[config.mk]
export PLATFORM = sky130hd
export DESIGN_NAME = fetch_queue_unit
export DESIGN_NICKNAME = d
export VERILOG_FILES = /design/src/rtl/fetch_queue_unit.sv
export SDC_FILE = /design/constraint.sdc
export NUM_CORES = 1
export LEC_CHECK = 0
export ABC_AREA = 1
export CAP_MARGIN = 15
export CORE_AREA = 2 2 180 165
export CTS_CLUSTER_DIAMETER = 40
export DETAILED_ROUTE_END_ITERATION = 10
export DIE_AREA = 0 0 182 167
export PLACE_DENSITY = 0.58
export SETUP_SLACK_MARGIN = 0.02
export SLEW_MARGIN = 20
export SYNTH_ARGS = -nofsm -noshare
export SYNTH_HDL_FRONTEND = slang
export SYNTH_SLANG_ARGS = --single-unit
[constraint.sdc]
create_clock -name clk -period 4.5 [get_ports clk]
set_input_delay 0.9 -clock clk [delete_from_list [all_inputs] [get_ports clk]]
set_output_delay 0.9 -clock clk [all_outputs]
set_load 0.005 [all_outputs]
[src/rtl/fetch_queue_unit.sv]
// Fetch stage: sequential PC generation, pipelined in-order imem reads, and a DEPTH-entry
// instruction queue toward decode, with branch redirect that flushes and squashes stale reads.
module fetch_queue_unit #(
  parameter int              PC_W     = 16,
  parameter int              INSTR_W  = 16,
  parameter int              DEPTH    = 4,
  parameter logic [PC_W-1:0] RESET_PC = 'h3000
) (
  input  logic                       clk,
  input  logic                       rst,
  input  logic                       en_fetch,
  input  logic                       redirect,
  input  logic [PC_W-1:0]            redirect_pc,
  output logic                       imem_rd,
  output logic [PC_W-1:0]            imem_addr,
  input  logic                       imem_rvalid,
  input  logic [INSTR_W-1:0]         imem_rdata,
  output logic                       out_valid,
  input  logic                       out_ready,
  output logic [INSTR_W-1:0]         out_instr,
  output logic [PC_W-1:0]            out_pc,
  output logic [PC_W-1:0]            out_npc,
  output logic [$clog2(DEPTH+1)-1:0] q_count
);

  localparam int CNT_W  = $clog2(DEPTH + 1);
  localparam int PTR_W  = $clog2(DEPTH);
  // Stale responses can pile up across repeated redirects with a slow memory, so the
  // drop counter gets extra headroom beyond a single queue's worth of credit.
  localparam int DROP_W = CNT_W + 4;

  logic [PC_W-1:0]    pc;
  logic [CNT_W-1:0]   inflight;
  logic [DROP_W-1:0]  drop_cnt;
  logic [PTR_W-1:0]   q_wr, q_rd, tag_wr, tag_rd;

  logic [INSTR_W-1:0] q_instr [DEPTH];
  logic [PC_W-1:0]    q_pc    [DEPTH];
  logic [PC_W-1:0]    tag_mem [DEPTH];

  logic credit_ok, issue, drop, push, pop;

  // Credit counts queued plus in-flight entries from registered state only, so a pop
  // this cycle frees a slot for issue one cycle later.
  assign credit_ok = ({1'b0, q_count} + {1'b0, inflight}) < (CNT_W + 1)'(DEPTH);
  assign imem_rd   = en_fetch & ~redirect & ~rst & credit_ok;
  assign imem_addr = pc;
  assign issue     = imem_rd;

  assign drop      = imem_rvalid & (drop_cnt != '0);
  assign push      = imem_rvalid & (drop_cnt == '0) & ~redirect & ~rst;

  assign out_valid = ~rst & (q_count != '0);
  assign pop       = out_valid & out_ready & ~redirect;

  assign out_instr = q_instr[q_rd];
  assign out_pc    = q_pc[q_rd];
  assign out_npc   = out_pc + 1'b1;

  // NOTE: sequential state uses non-blocking assignments so every register samples the
  // pre-edge values of its neighbours, regardless of statement order.
  always_ff @(posedge clk) begin
    if (rst) begin
      pc       <= RESET_PC;
      q_count  <= '0;
      inflight <= '0;
      drop_cnt <= '0;
      q_wr     <= '0;
      q_rd     <= '0;
      tag_wr   <= '0;
      tag_rd   <= '0;
    end else if (redirect) begin
      pc       <= redirect_pc;
      q_count  <= '0;
      inflight <= '0;
      q_wr     <= '0;
      q_rd     <= '0;
      tag_wr   <= '0;
      tag_rd   <= '0;
      // Every read still outstanding becomes stale; a response landing now is one of them.
      drop_cnt <= drop_cnt + DROP_W'(inflight) - DROP_W'(imem_rvalid);
    end else begin
      if (issue) begin
        pc     <= pc + 1'b1;
        tag_wr <= tag_wr + 1'b1;
      end
      if (drop) drop_cnt <= drop_cnt - 1'b1;
      if (push) begin
        q_wr   <= q_wr + 1'b1;
        tag_rd <= tag_rd + 1'b1;
      end
      if (pop) q_rd <= q_rd + 1'b1;
      q_count  <= q_count + CNT_W'(push) - CNT_W'(pop);
      inflight <= inflight + CNT_W'(issue) - CNT_W'(push);

      assert (!(imem_rvalid && inflight == '0 && drop_cnt == '0));
      assert (q_count <= CNT_W'(DEPTH));
    end
  end

  // NOTE: the storage arrays carry no reset; pointers and counts are reset, so stale
  // contents are never observable and the arrays can map onto plain register files.
  always_ff @(posedge clk) begin
    if (issue) tag_mem[tag_wr] <= pc;
    if (push) begin
      q_instr[q_wr] <= imem_rdata;
      q_pc[q_wr]    <= tag_mem[tag_rd];
    end
  end

endmodule
==> summary.md <==
| Metric | Value |
|---|---|
| RSZ-0062 raised after global routing | `false` |
| Sw Share | `23.35%` |
| Critical Path End Type | `primary output` |
| Mapped Nets | `between 1000 and 1500` |
| PostCTS Resize Cnt | `0` |
| Relative slew slack | `approximately two fifths` |
| Top_reg_cell synth | `edfxtp_1` |
| Finished Layout Cells | `about 1500` |
| Iteration count of the initial detailed-routing pass | `4` |
| Mux contribution to synthesized area | `0%` |
| Clock Tree Buf Depth | `3` |
| Initial core utilization | `a little over a third` |
| Sum Neg Setup Slack | `0 ns` |
| Vias in the first global route | `7093` |
| Die height | `approximately 170 µm` |
| Clock latency on the worst-skew pair | `roughly 0.51 ns` |
| Clk sinks | `233` |
| Worst path most repeated cell | `nand2_1` |
| Total CTS buffers | `34` |
| Ys Warns | `0` |
| Die ar. | `approximately 0.030 mm²` |
| Cells after Synth | `roughly 1000` |
| # port buffers | `106` |
| Xor and xnor fraction of the mapped netlist area | `1.596%` |
| VDD IR max | `0.2161 mV` |
| Reg2reg setup slack | `approximately 1.8 ns` |
| R2R depth | `12` |
| Register area share after synthesis | `a little over three fifths` |
| Async SR Flop Fraction | `0%` |
| Clock group share of total power | `48.3%` |
| H-tree depth | `2` |
| Avg Cell Area, Syn | `10.27 µm²` |
| Outcome | `finished, final reports clean` |
| P_int | `about 0.0043 W` |
| Worst hold start | `tag_rd[0]` |
| Mean number of vias per cell | `4.839` |
| First-pass GRT wire length | `approximately 37 mm` |
| Share of layout cells above drive strength 1 | `about a tenth` |
| P_leak | `between 4 and 5 nW` |
| DR vias | `around 7400` |
| Clk slew on worst S/H paths | `around 0.05 ns` |
| Adder-Cell Fraction of Synth Area | `between 4 and 5%` |
| WP data arrival | `3.04 ns` |
| CTS tree | `done` |
| Initial antenna violation count | `0` |
| Grt total ovfl | `0` |
| Drt wl/cell | `approximately 15 µm` |
| Final worst path period share | `between 80% and 90%` |
| Routed Antenna Nets | `0` |
| Fin crit period | `3.942 ns` |
| Switch Pwr | `0.001304 W` |
| Logic pwr share | `roughly 8.4%` |
| Syn-to-layout area delta | `25.78%` |
| Placed cells | `around 1500` |
| Crit start category | `flip-flop` |
| Hold Crit Depth | `2` |
| Setup Buffers After CTS | `0` |
| Max cap viols | `0` |
| Std cell rows | `slightly below 60` |
| Gpl congestion | `0.8129` |
| WS Path Type | `flip-flop to primary output` |
| CP max stage cell | `buf_4` |
| WL final | `~23 mm` |
| Root Driver | `clkbuf_16` |
| Simple-gate share of the synthesized area | `17.38%` |
| CTS Hold Bufs | `0` |
| Pwr Density | `approximately 430 mW/mm²` |
| Power share of the sequential group | `43.3%` |
| Pin count of the biggest net entering global routing | `67` |
| DRT iter0 DRCs | `roughly 490` |
| Final hold vios | `0` |
| Final Setup Violations | `0` |
| Reg2reg end | `q_count[2]` |
| Detail Placement HPWL | `about 15 mm` |
| # IOs | `between 100 and 150` |
| Reg2reg start | `drop_cnt[4]` |
| CP cell instances | `buf_4 > nand2_1 > nand2_1 > nand2_1 > nand2_1 > ha_1 > nand2_1 > nor2_2 > nand2_1 > xor2_1 > clkdlybuf4s50_1` |
| Mapped Area | `~0.010 mm²` |
| Drc violations | `0` |
| FF+latch count, synth | `233` |
| Core area | `between 0.02 and 0.03 mm²` |
| Max Slew Vio Count | `0` |
| Worst Skew | `0.01651 ns` |
| Worst Tran Pin Value | `approximately 0.9 ns` |
| Hold/Removal Path Class | `flip-flop to flip-flop` |
| GR Util All Layers | `between 10% and 20%` |
| Distinct cells, synth | `36` |
| # diodes | `0` |
| Synth Area in Compound Gates | `under 10%` |
| DIE WIDTH | `182 µm` |
| Worst Path Required | `approximately 3.6 ns` |
| Max Fclk | `253.7 MHz` |
| CP max stage delay | `0.53 ns` |
| Post-synth EDFFs | `192` |
| Crit path max fanout | `between 60 and 70` |
| Largest family of logic cells by synthesized area | `simple AND/OR/NAND/NOR gates` |
| Fin nets | `between 1000 and 1500` |
[critical path, delay by kind of cell, from the launching register on]
| family | cells | cell delay [ns] |
|---|---|---|
| buffers and inverters | 2 | 1.04 |
| flip-flops | 1 | 0.33 |
| XOR/XNOR | 1 | 0.13 |
| adder cells (fa/ha/maj) | 1 | 0.24 |
| AND/OR/NAND/NOR | 7 | 0.79 |
[state kept, by name, summed over array words and instances (netlist names), 3 cells and up, named ones only]
| signal | cells |
|---|---|
| tag_mem | 64 |
| q_pc | 64 |
| drop_cnt | 7 |
| imem_addr | 16 |
| q_instr | 64 |
| inflight | 3 |
| q_count | 3 |
[how the worst max path moves through the flow]
| stage | startpoint | to | slack (ns) | cells after the start |
|---|---|---|---|---|
| after global routing | flip-flop | out_npc[8] | 0.27 | 11 |
| final | flip-flop | out_npc[8] | 0.56 | 11 |
| after floorplan | redirect | q_instr[0][0] | 1.32 | 4 |
| after detailed placement | rst | q_count[2] | 0.86 | 10 |
| after global placement | rst | q_count[2] | 0.94 | 10 |
| after CTS | flip-flop | out_npc[8] | 0.52 | 11 |
[layer usage]
metal	routed length [µm]	share of wire (%)	track usage (%)	vias up
li1	-	-	-	3730
met1	11190	48	21.78	3435
met2	10270	44	23.93	204
met3	1281	5.5	2.712	34
met4	402	1.7	4.348	0
met5	0	0	0	-
[per-stage QoR]
| step | area, µm² | setup WS, ns | util, % | power (W) | hold slack, ns |
|---|---|---|---|---|---|
| final | 13110 | 0.5585 | 46.02 | 0.005586 | 0.4747 |
| after global routing | 13110 | 0.2691 | 46.02 | 0.005815 | 0.5134 |
| after CTS | 13110 | 0.5227 | 46.02 | 0.005650 | 0.4728 |
| after detailed placement | 11940 | 0.8580 | 41.90 | 0.002936 | 0.4639 |
| after global placement | 11940 | 0.9448 | 41.90 | 0.002929 | 0.4606 |
| after floorplan | 10430 | 1.322 | - | 0.002754 | 0.4416 |
[area by class of cell]
type                            count  area, µm²
Multi-Input combinational cell    654       3346
Sequential cell                   233       6588
Clock buffer                       35      854.6
Fill cell                        2622      15380
Clock inverter                     26      317.8
Tap cell                          366      457.9
Timing Repair Buffer              126       1211
Inverter                           90      337.8
[logic make-up (layout without fill, tap and decap cells)]
family / after synthesis / after routing
buffers and inverters: 128 / 277
XOR/XNOR: 19 / 19
adder cells (fa/ha/maj): 33 / 33
flip-flops: 233 / 233
AND/OR/NAND/NOR: 437 / 437
AO/OA/AOI/OAI: 165 / 165
[cells in the mapped netlist (2+ instances only)]
| master | instances | share of area, % |
|---|---|---|
| clkbuf_1 | 24 | 0.86 |
| buf_4 | 5 | 0.36 |
| edfxtp_1 | 192 | 55 |
| or2_2 | 2 | 0.12 |
| buf_6 | 2 | 0.22 |
| inv_2 | 5 | 0.18 |
| nor3_1 | 3 | 0.14 |
| inv_1 | 84 | 3.0 |
| a21oi_1 | 31 | 1.5 |
| o21ai_0 | 86 | 4.1 |
| nand2_2 | 6 | 0.36 |
| a31oi_1 | 3 | 0.18 |
| ha_1 | 30 | 3.6 |
| nand3_1 | 69 | 3.3 |
| buf_2 | 7 | 0.34 |
| nand2_1 | 214 | 7.7 |
| o22ai_1 | 32 | 1.9 |
| o211ai_1 | 5 | 0.36 |
| fa_1 | 3 | 0.58 |
| nand4_1 | 6 | 0.36 |
| nor2_1 | 125 | 4.5 |
| nor2_2 | 8 | 0.48 |
| xor2_1 | 15 | 1.3 |
| xnor2_1 | 4 | 0.34 |
| dfxtp_1 | 41 | 7.9 |
| nand3_2 | 3 | 0.29 |
[placed cells by master, fill, tap and decap left out, types with 4 or more instances in the layout]
cell,n
buf_4,20
clkbuf_16,34
o22ai_1,32
a21oi_1,31
o21ai_0,86
clkinv_2,4
nor2_4,5
nand4_1,6
nand3_1,69
edfxtp_1,192
nand2_2,6
clkinv_4,4
nor2_1,121
ha_1,30
inv_2,5
dfxtp_1,40
xor2_1,15
xnor2_1,4
inv_1,84
inv_6,8
o211ai_1,5
nor2_2,8
clkdlybuf4s50_1,106
nand2_1,214
bufinv_16,5
[power by group through the flow]
stage	Combinational [W]	Clock [W]	Sequential [W]
global placement	0.000466	0	0.00246
floorplan	0.000304	0	0.00245
finish	0.000468	0.00270	0.00242
global route	0.000542	0.00285	0.00242
CTS	0.000475	0.00276	0.00242
detailed placement	0.000472	0	0.00246
Note: power is estimated with default switching activity, not from simulation.
